==> config.mk <==
export PLATFORM = sky130hd
export DESIGN_NAME = layer_output_serializer
export DESIGN_NICKNAME = d
export VERILOG_FILES = /design/src/rtl/fnn_pkg.sv /design/src/rtl/layer_output_serializer.sv
export SDC_FILE = /design/constraint.sdc
export NUM_CORES = 1
export LEC_CHECK = 0
export CAP_MARGIN = 20
export CORE_AREA = 2 2 168 170
export CTS_BUF_LIST = sky130_fd_sc_hd__clkbuf_8
export DETAILED_ROUTE_END_ITERATION = 16
export DIE_AREA = 0 0 170 172
export PLACE_DENSITY = 0.57
export SYNTH_ARGS = -nofsm -noshare
export SYNTH_HDL_FRONTEND = slang
export SYNTH_SLANG_ARGS = --single-unit
==> constraint.sdc <==
create_clock -name clk -period 2.3 [get_ports clk]
set_input_delay 0.345 -clock clk [delete_from_list [all_inputs] [get_ports clk]]
set_output_delay 0.345 -clock clk [all_outputs]
set_load 0.01 [all_outputs]
==> src/rtl/fnn_pkg.sv <==
// Shared types and helpers for the FNN accelerator datapath blocks.
package fnn_pkg;

  typedef enum logic {
    COLLECT = 1'b0,
    SHIFT   = 1'b1
  } ser_state_t;

  // Counter width that stays legal (>= 1 bit) when a layer has a single neuron.
  function automatic int cnt_w(input int n);
    return (n > 1) ? $clog2(n) : 1;
  endfunction

endpackage

==> src/rtl/layer_output_serializer.sv <==
// Gathers one layer's per-neuron outputs, then replays them as a gap-free serial
// burst (neuron 0 first) that feeds myinput/myinputValid of the next layer.
module layer_output_serializer
  import fnn_pkg::*;
#(
  parameter int numNeuron = 10,
  parameter int dataWidth = 16
) (
  input  logic                           clk,
  input  logic                           rst,
  input  logic [numNeuron*dataWidth-1:0] in_data,
  input  logic [numNeuron-1:0]           in_valid,
  output logic [dataWidth-1:0]           out_data,
  output logic                           out_valid,
  output logic                           busy,
  output logic                           overrun
);

  localparam int CW = cnt_w(numNeuron);
  localparam logic [CW-1:0] LAST = CW'(numNeuron - 1);

  // Handshake: in_valid[i] is a one-cycle strobe qualifying slice i of in_data;
  // out_valid has no ready, every cycle with out_valid=1 delivers one element.

  ser_state_t                 state_q, state_d;
  logic [CW-1:0]              cnt_q, cnt_d;
  logic [numNeuron-1:0]       cap_mask_q, cap_mask_d;
  logic                       overrun_q, overrun_d;
  logic [dataWidth-1:0]       buf_q [numNeuron];
  logic [dataWidth-1:0]       buf_d [numNeuron];

  always_ff @(posedge clk) begin
    if (!rst) begin
      state_q    <= COLLECT;
      cnt_q      <= '0;
      cap_mask_q <= '0;
      overrun_q  <= 1'b0;
      buf_q      <= '{default: '0};
    end else begin
      state_q    <= state_d;
      cnt_q      <= cnt_d;
      cap_mask_q <= cap_mask_d;
      overrun_q  <= overrun_d;
      buf_q      <= buf_d;
    end
  end

  always_comb begin
    state_d    = state_q;
    cnt_d      = cnt_q;
    cap_mask_d = cap_mask_q;
    overrun_d  = overrun_q;
    buf_d      = buf_q;
    unique case (state_q)
      COLLECT: begin
        // Repeated strobes simply overwrite: the latest value of a neuron wins.
        for (int i = 0; i < numNeuron; i++) begin
          if (in_valid[i]) begin
            buf_d[i]      = in_data[i*dataWidth +: dataWidth];
            cap_mask_d[i] = 1'b1;
          end
        end
        if ((cap_mask_q | in_valid) == {numNeuron{1'b1}}) begin
          state_d    = SHIFT;
          cap_mask_d = '0;
          cnt_d      = '0;
        end
      end
      SHIFT: begin
        // Strobes here cannot be stored without corrupting the burst; flag them.
        if (in_valid != '0) overrun_d = 1'b1;
        if (cnt_q == LAST) begin
          state_d = COLLECT;
          cnt_d   = '0;
        end else begin
          cnt_d = cnt_q + 1'b1;
        end
      end
      default: state_d = COLLECT;
    endcase
  end

  assign busy      = (state_q == SHIFT);
  assign out_valid = busy;
  assign out_data  = busy ? buf_q[cnt_q] : '0;
  assign overrun   = overrun_q;

endmodule

==> out/metrics.cfg, run 1 <==
[outcome]
run_status = finished with violations
violations = setup timing

[synth]
number_of_standard_cells_after_synthesis = 945
synth.yosys.seq_area_share_pct = 43.5
synth_fp_nets = 1119
synth_area_leaders = sky130_fd_sc_hd__dfxtp_1 (43%), sky130_fd_sc_hd__nand2_1 (16%), sky130_fd_sc_hd__a21boi_0 (13%), sky130_fd_sc_hd__mux4_2 (4.4%), sky130_fd_sc_hd__mux2i_1 (4.0%)
ys_seq_elements = 176
async_reset_ff_share_pct = 0
post-synth-top-count-cell = sky130_fd_sc_hd__nand2_1
synthDistinctLibCells = 35
netlist.area_leader.share_pct = 43.5
synth_common_cells = sky130_fd_sc_hd__nand2_1 (341), sky130_fd_sc_hd__dfxtp_1 (176), sky130_fd_sc_hd__a21boi_0 (145)
synth_top_flop_cell = sky130_fd_sc_hd__dfxtp_1
synth-edff-count = 0
syn-cell-area_um2 = 8110
post_synth.cell_area_avg_um2 = 8.58
ys.warnings.count = 0
synth_top_area_cell = sky130_fd_sc_hd__dfxtp_1

[placement]
dpl_worst_slack_ns = -0.287
final_weighted_congestion_in_routability_driven_placement = 0.856
placed_cell_areas_um2 = 10400
place.detailed.instances = 1446
number_of_port_buffers = 190
post-dp-hpwl_um = 20800

[die]
initial_utilization_pct = 29.5
core_region_area_um2 = 27500
io_pins = 191
fp.dieW_um = 170
die_height_um = 172
die-area_um2 = 29200
fp-row-count = 61

[detailed_routing]
drt-wirelength-per-cell_um = 18.4
detail_route.iter0.violations = 494
drt-vias-per-instance = 4.76
route.vias.total = 7066
totalWireLength_um = 27400
first_pass_iteration_count_of_the_detailed_router = 5
detail_route.drc_violations = 0
routed_antenna_nets = 0

[clock_tree]
tritoncts_clock_tree = done
max-clock-path-buffers = 2
cts_hold_buffers = 0
clockRootBuffer = sky130_fd_sc_hd__clkbuf_8
clock_sinks = 176
cts_inserted_buffers = 17
clk_latency_ns = 0.46
cts_max_level = 4
cts.clk_slew.worst_paths_ns = 0.09

[global_route]
grt_start_max_net_pins = 73
number_of_antenna_violations_at_the_first_check_in_global_routing = 2
grt_pass1_vias = 6954
grt_first_pass_wirelength_um = 40200
total_global_routing_overflow = 0
groute.usage.overall_pct = 18.5

[power_and_ir_drop]
leakagePower_nw = 4.08
pwr-share-comb_pct = 14.9
p_per_area_nw_per_um2 = 570
share_of_total_power_in_sequential_cells_pct = 52.6
net_sw_power_w = 0.00174
cellInternalPower_w = 0.00461
p_clk_share_pct = 32.5
vdd_ir_drop_max_mv = 0.292
power.share.switching_pct = 27.4

[critical_path]
worstPathCellList = buf_12 -> buf_12 -> mux4_2 -> o21ai_2 -> a21boi_1 -> buf_2
wp_depth = 6
critical_path.max_fanout = 6
path_buf_inv = 3
timing.setup.critical_path_class = flop to output port
reg2reg_from = busy
worstSetupEndpoint = out_data[0]
worst_setup_path_startpoint = cnt_q[0]
setup.worst_path.end_class = output port
setup.worst_path.start_class = flop
critical_path.slowest_cell = sky130_fd_sc_hd__mux4_2
cpMostUsedCell = sky130_fd_sc_hd__buf_12
regToRegEndpoint = buf_q[144]
r2r_setup_slack_ns = 0.64
timing.critical_path.max_delay_family = multiplexers
critPathRequiredTime_ns = 1.96
reg2reg_depth = 4
worst_path_largest_cell_delay_ns = 0.56
timing.critical_path.arrival_ns = 2.05

[layout]
syn_to_final_growth_pct = 37.3
fillcell_total = 2760
layout.nets = 1299
layout-drive-gt1-share_pct = 15.8
final_instance_area_um2 = 11100
fin_cells = 1486

[worst_hold_path]
min-delay-path-class = input pin to flop

[sta]
share_of_the_clock_period_used_by_the_worst_path_pct = 104
final_report_hold_violation_count = 0
final.setup.worst_slack_ns = -0.0970
fin_crit_ns = 2.40
final-max-slew-violation-count = 0
relSlewSlack_pct = 47.3
setup_viol = 16
rsz0062_at_grt = true
fin_worst_skew_ns = 0.0104
worst_margin_slew_ns = 0.790
fmaxAchievable_mhz = 417

[flow_run]
max-cap-violations = 0

[per-stage QoR]
step	TNS [ns]	util (%)	total power, W	hold WS (ns)
after floorplan	0	-	0.00380	0.432
after global placement	-2.94	38.0	0.00432	0.440
after detailed placement	-3.59	38.0	0.00433	0.445
after CTS	-2.00	40.0	0.00638	0.219
after global routing	-2.25	40.5	0.00660	0.262
final	-1.08	40.5	0.00635	0.254
[kinds of logic (layout without fill, tap and decap cells)]
logic type,Yosys count,after routing,synth area share (%)
buffers and inverters,83,276,5.59
adders and majority gates,2,2,0.309
DFF,176,176,43.5
other,0,2,0
and+or+nand+nor,398,398,19.6
muxes,64,64,10.6
AOI/OAI and AO/OA,222,222,20.4
[worst register-to-register path, stage by stage (launching register included)]
cell	delay (ns)
sky130_fd_sc_hd__dfxtp_1	0.37
sky130_fd_sc_hd__buf_12	0.23
sky130_fd_sc_hd__nand2b_1	0.66
sky130_fd_sc_hd__nand2_1	0.11
sky130_fd_sc_hd__a21boi_0	0.21
[registers in the layout, summed over array words and instances (netlist names)]
name	cells
busy	1
buf_q	160
overrun	1
cnt_q	4
cap_mask_q	10
[cell type report]
| class | count | area (µm²) | share of cell area [%] |
|---|---|---|---|
| well taps | 346 | 433 | 3.89 |
| clock buffers | 21 | 289 | 2.60 |
| diodes | 2 | 5.00 | 0.0450 |
| repair buffers | 243 | 2440 | 21.9 |
| flip-flops and latches | 176 | 3530 | 31.7 |
| clock inverters | 11 | 77.6 | 0.697 |
| multi-input cells | 686 | 4350 | 39.1 |
| inverters | 1 | 3.75 | 0.0337 |
[power by group through the flow]
stage	sequential (W)	clock (W)	combinational, W
after detailed placement	0.00341	0	0.000914
after CTS	0.00334	0.00210	0.000940
after global routing	0.00336	0.00221	0.00103
after global placement	0.00341	0	0.000908
after floorplan	0.00335	0	0.000447
final	0.00334	0.00206	0.000943
[how the worst min path moves through the flow]
stage / from / endpoint / slack (ns) / cells after the start
global route: rst / cnt_q[2] / 0.26 / 3
detailed placement: buf_q[24] / buf_q[24] / 0.44 / 2
floorplan: buf_q[110] / buf_q[110] / 0.43 / 2
finish: rst / cnt_q[2] / 0.25 / 3
global placement: buf_q[23] / buf_q[23] / 0.44 / 2
CTS: rst / cnt_q[2] / 0.22 / 3
[what timing repair did]
action	in CTS	in global routing
pin swaps	28	17
setup buffers	4	0
cloned	1	2
setup endpoints to repair	16	16
resized for setup	103	20
[placed cells by master, fill, tap and decap left out, drive strengths merged, types with 2 or more instances in the layout]
cell | synthesis | routed
o22ai | 8 | 8
dfxtp | 176 | 176
o21ai | 17 | 17
clkbuf | 35 | 23
nor2b | 13 | 13
a21boi | 176 | 176
inv | 1 | 6
nor2 | 22 | 22
nand2b | 8 | 8
nor4 | 3 | 3
buf | 47 | 68
mux2i | 32 | 32
clkinv | 0 | 4
ha | 2 | 2
and2 | 2 | 2
a221oi | 16 | 16
nand3 | 3 | 3
clkinvlp | 0 | 2
mux2 | 16 | 16
diode | 0 | 2
or2b | 2 | 2
nand2 | 341 | 341
mux4 | 16 | 16
clkdlybuf4s50 | 0 | 173
[layer usage]
layer	vias to the layer above	GRT usage [%]	part of all wire [%]
met1	3297	23.0	43
li1	3533	-	-
met5	-	0	0
met4	0	6.84	3.2
met3	36	3.87	5.0
met2	200	31.7	49
Note: power is estimated with default switching activity, not from simulation.
==> run 2, diff against run 1 <==
--- a/config.mk
+++ b/config.mk
@@ -14,3 +14,4 @@
 export SYNTH_ARGS = -nofsm -noshare
 export SYNTH_HDL_FRONTEND = slang
 export SYNTH_SLANG_ARGS = --single-unit
+export TNS_END_PERCENT = 20
==> constraint.sdc (replaced) <==
create_clock -name clk -period 3.1 [get_ports clk]
set_input_delay 0.465 -clock clk [delete_from_list [all_inputs] [get_ports clk]]
set_output_delay 0.465 -clock clk [all_outputs]
set_load 0.01 [all_outputs]
==> run 2 against run 1 <==
  * The flow now finishes without violations
  * Sequential share of layout area increased by 1.4 points
  * Via count shrank 1.4%
  * Global-route usage is 0.45 points lower
  * Die area is the same
  * Wire length is 3.4% lower
  * Clock skew is 0.0074 ns higher
  * Design area shrank 4.2%
  * Highest routed layer unchanged
==> out/metrics.cfg, run 2 (synthesis results as in run 1) <==
[power_and_ir_drop]
p_per_area_nw_per_um2 = 451
totalPowerFinal_w = 0.00481
share_of_total_power_in_sequential_cells_pct = 51.3
p_clk_share_pct = 34.8
power.share.switching_pct = 26.8
vdd_ir_drop_max_mv = 0.220
net_sw_power_w = 0.00129
cellInternalPower_w = 0.00352
leakagePower_nw = 3.82
pwr-share-comb_pct = 13.9

[detailed_routing]
detail_route.drc_violations = 0
totalWireLength_um = 26500
detail_route.iter0.violations = 369
first_pass_iteration_count_of_the_detailed_router = 5
drt-vias-per-instance = 4.78
drt-wirelength-per-cell_um = 18.2
route.vias.total = 6964
routed_antenna_nets = 0

[critical_path]
critical_path.slowest_cell = sky130_fd_sc_hd__clkdlybuf4s50_1
worstPathCellList = buf_4 -> mux4_2 -> o21ai_1 -> a21boi_1 -> clkdlybuf4s50_1
reg2reg_depth = 4
timing.setup.critical_path_class = flop to output port
critPathRequiredTime_ns = 2.63
path_buf_inv = 2
worst_path_largest_cell_delay_ns = 0.48
wp_depth = 5
critical_path.max_fanout = 20
timing.critical_path.max_delay_family = buffers and inverters
setup.worst_path.start_class = flop
setup.worst_path.end_class = output port
timing.critical_path.arrival_ns = 2.57

[global_route]
number_of_antenna_violations_at_the_first_check_in_global_routing = 1
grt_start_max_net_pins = 60
grt_pass1_vias = 6777
groute.usage.overall_pct = 18.1
total_global_routing_overflow = 0
grt_first_pass_wirelength_um = 39400

[sta]
fmaxAchievable_mhz = 330
setup-tns-final_ns = 0
share_of_the_clock_period_used_by_the_worst_path_pct = 97.8
rsz0062_at_grt = true
fin_worst_skew_ns = 0.0178
final_report_hold_violation_count = 0
worst_margin_slew_ns = 0.730
fin_crit_ns = 3.03
relSlewSlack_pct = 51.3
final-max-slew-violation-count = 0
setup_viol = 0
final.setup.worst_slack_ns = 0.0667

[outcome]
run_status = complete, no violations

[clock_tree]
cts_max_level = 4
cts_inserted_buffers = 17
cts.clk_slew.worst_paths_ns = 0.10
max-clock-path-buffers = 2
clk_latency_ns = 0.49
clock_sinks = 176
tritoncts_clock_tree = done
clockRootBuffer = sky130_fd_sc_hd__clkbuf_8

[layout]
utilization_pct = 38.8
largest-register = buf_q
max_ffs_per_register = 160
mostFrequentLayoutCells = sky130_fd_sc_hd__nand2_1 (341), sky130_fd_sc_hd__clkdlybuf4s50_1 (189), sky130_fd_sc_hd__dfxtp_1 (175)
layout-drive-gt1-share_pct = 8.84
reg_top3 = buf_q x160, cap_mask_q x10, cnt_q x4
fin_cells = 1456
layout.nets = 1270
layout.cells.most_common = sky130_fd_sc_hd__nand2_1
fillcell_total = 2794
syn_to_final_growth_pct = 31.5

[flow_run]
max-cap-violations = 0

[die]
initial_utilization_pct = 29.5
fp.dieW_um = 170
die_height_um = 172
fp-row-count = 61
core_region_area_um2 = 27500
io_pins = 191
die-area_um2 = 29200

[placement]
final_weighted_congestion_in_routability_driven_placement = 0.825
place.detailed.instances = 1418
dpl_worst_slack_ns = 0.180
number_of_port_buffers = 190
post-dp-hpwl_um = 20000

[worst_hold_path]
min-delay-path-class = flop to flop
hold_depth = 2

-- run 2: cell type report --
cell class	count	area, µm²	area share, %
Clock buffer	19	262	2.45
Sequential cell	176	3530	33.1
Multi-Input combinational cell	686	4160	39.0
Antenna cell	1	2.50	0.0235
Tap cell	346	433	4.06
Inverter	1	3.75	0.0352
Timing Repair Buffer	214	2130	20.0
Clock inverter	13	148	1.38
-- run 2: worst paths after layout --
path                                 from     endpoint  slack (ns)
worst max-delay path             cnt_q[1]  out_data[3]        0.07
worst min-delay path            buf_q[24]    buf_q[24]        0.46
worst max register to register       busy   buf_q[148]        0.88
worst min register to register  buf_q[24]    buf_q[24]        0.46
-- run 2: per-layer routing --
layer / vias to the layer above / global-route usage (%) / wire (µm)
met4: 0 / 4.53 / 388
li1: 3468 / - / -
met2: 208 / 30.3 / 12800
met1: 3265 / 23.6 / 11800
met5: - / 0 / 0
met3: 23 / 4.05 / 1530
-- run 2: power by group through the flow --
| stage | sequential, W | clock (W) | combinational [W] |
|---|---|---|---|
| after CTS | 0.00247 | 0.00170 | 0.000673 |
| final | 0.00247 | 0.00168 | 0.000667 |
| after global routing | 0.00248 | 0.00180 | 0.000728 |
| after floorplan | 0.00249 | 0 | 0.000332 |
| after global placement | 0.00252 | 0 | 0.000660 |
| after detailed placement | 0.00252 | 0 | 0.000666 |
-- run 2: worst min-delay path: cells and delay by family, from the launching register on --
family | cells | cell delay (ns)
compound gates | 1 | 0.05
flops | 1 | 0.32
simple gates | 1 | 0.05
-- run 2: what timing repair did --
item,4_1_cts,5_1_grt
setup buffers,1,0
resized for setup,6,4
hold buffers,0,0
setup endpoints to repair,16,6
cloned,1,0
-- run 2: through the flow --
| step | cell area (µm²) | hold WS (ns) |
|---|---|---|
| 6_report | 10700 | 0.456 |
| 3_5_place_dp | 10100 | 0.443 |
| 4_1_cts | 10600 | 0.459 |
| 5_1_grt | 10700 | 0.480 |
| 2_1_floorplan | 8110 | 0.432 |
| 3_3_place_gp | 10100 | 0.440 |
==> run 3, diff against run 2 <==
--- a/config.mk
+++ b/config.mk
@@ -8,9 +8,11 @@
 export CAP_MARGIN = 20
 export CORE_AREA = 2 2 168 170
 export CTS_BUF_LIST = sky130_fd_sc_hd__clkbuf_8
+export CTS_CLUSTER_SIZE = 10
 export DETAILED_ROUTE_END_ITERATION = 16
 export DIE_AREA = 0 0 170 172
 export PLACE_DENSITY = 0.57
+export SETUP_SLACK_MARGIN = 0.2
 export SYNTH_ARGS = -nofsm -noshare
 export SYNTH_HDL_FRONTEND = slang
 export SYNTH_SLANG_ARGS = --single-unit
==> run 3 against run 2 <==
  * Wire length about the same
  * Largest power group unchanged
  * Clock power about the same
  * First-iteration DRC count decreased by 5.4%
  * Clock skew increased by 0.0019 ns
  * Sequential power about the same
  * Critical path depth unchanged
==> out/metrics.cfg, run 3 (synthesis results as in run 1) <==
[detailed_routing]
route.vias.total = 6996
detail_route.drc_violations = 0
drt-vias-per-instance = 4.80
totalWireLength_um = 26500
detail_route.iter0.violations = 349
routed_antenna_nets = 0
drt-wirelength-per-cell_um = 18.1
first_pass_iteration_count_of_the_detailed_router = 5

[clock_tree]
cts_inserted_buffers = 17
tritoncts_clock_tree = done
cts_hold_buffers = 0
max-clock-path-buffers = 2
clk_latency_ns = 0.48
cts.clk_slew.worst_paths_ns = 0.11
clockRootBuffer = sky130_fd_sc_hd__clkbuf_8
cts_max_level = 4
clock_sinks = 176

[critical_path]
timing.critical_path.arrival_ns = 2.49
timing.setup.critical_path_class = flop to output port
worst_setup_path_startpoint = cnt_q[0]
r2r_setup_slack_ns = 0.88
critical_path.slowest_cell = sky130_fd_sc_hd__mux4_2
worst_path_largest_cell_delay_ns = 0.54
worstSetupEndpoint = out_data[14]
worstPathCellList = bufbuf_16 -> mux4_2 -> o21ai_1 -> a21boi_1 -> clkdlybuf4s50_1
regToRegEndpoint = buf_q[148]
critPathRequiredTime_ns = 2.63
reg2reg_from = busy
setup.worst_path.end_class = output port
reg2reg_depth = 4
critical_path.max_fanout = 15
setup.worst_path.start_class = flop

[sta]
relSlewSlack_pct = 51.2
setup-tns-final_ns = 0
setup_viol = 0
fin_crit_ns = 2.95
worst_margin_slew_ns = 0.731
final_report_hold_violation_count = 0
final-max-slew-violation-count = 0
share_of_the_clock_period_used_by_the_worst_path_pct = 95.3
fmaxAchievable_mhz = 339
rsz0062_at_grt = true
fin_worst_skew_ns = 0.0197

[outcome]
run_status = complete, no violations

[worst_hold_path]
min-delay-path-class = flop to flop

[power_and_ir_drop]
leakagePower_nw = 3.87
totalPowerFinal_w = 0.00481
vdd_ir_drop_max_mv = 0.218
p_per_area_nw_per_um2 = 448

[global_route]
grt_first_pass_wirelength_um = 39400
groute.usage.overall_pct = 18.1
total_global_routing_overflow = 0
number_of_antenna_violations_at_the_first_check_in_global_routing = 1
grt_pass1_vias = 6794
grt_start_max_net_pins = 60

[layout]
layout.nets = 1272
largest-register = buf_q
fillcell_total = 2793
reg_top3 = buf_q x160, cap_mask_q x10, cnt_q x4
syn_to_final_growth_pct = 32.4
mostFrequentLayoutCells = sky130_fd_sc_hd__nand2_1 (341), sky130_fd_sc_hd__clkdlybuf4s50_1 (187), sky130_fd_sc_hd__dfxtp_1 (174)
utilization_pct = 39.1
max_ffs_per_register = 160
layout-drive-gt1-share_pct = 9.54
layout.cells.most_common = sky130_fd_sc_hd__nand2_1

[die]
die-area_um2 = 29200
core_region_area_um2 = 27500
io_pins = 191
die_height_um = 172
initial_utilization_pct = 29.5
fp.dieW_um = 170
fp-row-count = 61

[placement]
final_weighted_congestion_in_routability_driven_placement = 0.825
number_of_port_buffers = 190
post-dp-hpwl_um = 20000

[flow_run]
max-cap-violations = 0

## run 3: cell count changes in the layout (fill, tap and decap cells not counted), moves of 2 or more
cell,before,now
sky130_fd_sc_hd__o21ai_1,16,13
sky130_fd_sc_hd__clkdlybuf4s50_1,189,187
sky130_fd_sc_hd__buf_12,0,2
sky130_fd_sc_hd__a221oi_1,15,13
sky130_fd_sc_hd__o21ai_2,0,4
sky130_fd_sc_hd__buf_6,0,2
sky130_fd_sc_hd__a221oi_2,1,3
## run 3: routing by layer
layer  up-vias  wire, µm  share of wire, %  track usage [%]
li1       3476         -                 -                -
met1      3305     11900                45             23.5
met2       190     12700                48             30.3
met3        25      1390               5.3             4.05
met4         0       459               1.7             4.94
met5         -         0                 0                0
## run 3: power by group
group          leakage, nW  internal (W)  total [W]  switching, W
clock                0.208      0.000773    0.00167      0.000900
sequential            1.45       0.00239    0.00247     0.0000789
combinational         2.21      0.000362   0.000670      0.000309
## run 3: what timing repair did
action / CTS / global route
setup buffers: 2 / 1
gates resized for setup: 14 / 8
pin swaps: 0 / 0
setup endpoints to repair: 16 / 15
cloned: 1 / 0
## run 3: stage by stage
step	hold slack [ns]	instances	area [µm²]	worst slack, ns
6_report	0.457	1458	10700	0.147
2_1_floorplan	0.432	945	8110	1.13
5_1_grt	0.480	1458	10700	0.0407
3_3_place_gp	0.440	1417	10100	0.237
4_1_cts	0.459	1453	10700	0.106
3_5_place_dp	0.443	1418	10100	0.180
## run 3: final cells by class
class,instances,area [µm²],share of cell area [%]
well taps,346,433,4.03
clock buffers,19,262,2.44
repair buffers,216,2170,20.3
multi-input cells,686,4180,39.0
diodes,1,2.50,0.0233
inverters,1,3.75,0.0350
flip-flops and latches,176,3530,32.9
clock inverters,13,148,1.38
## run 3: worst max-delay path: cells and delay by family (launching register included)
kind            cells  cell delay [ns]
buf+inv             2             0.83
compound gates      2             0.20
flops               1             0.44
mux                 1             0.54
## run 3: worst min path at each step
stage / depth (start not counted) / slack [ns] / endpoint / startpoint
after floorplan: 2 / 0.43 / buf_q[110] / buf_q[110]
after global placement: 2 / 0.44 / buf_q[110] / buf_q[110]
after detailed placement: 2 / 0.44 / buf_q[24] / buf_q[24]
after CTS: 2 / 0.46 / buf_q[24] / buf_q[24]
after global routing: 2 / 0.48 / buf_q[110] / buf_q[110]
final: 2 / 0.46 / buf_q[24] / buf_q[24]
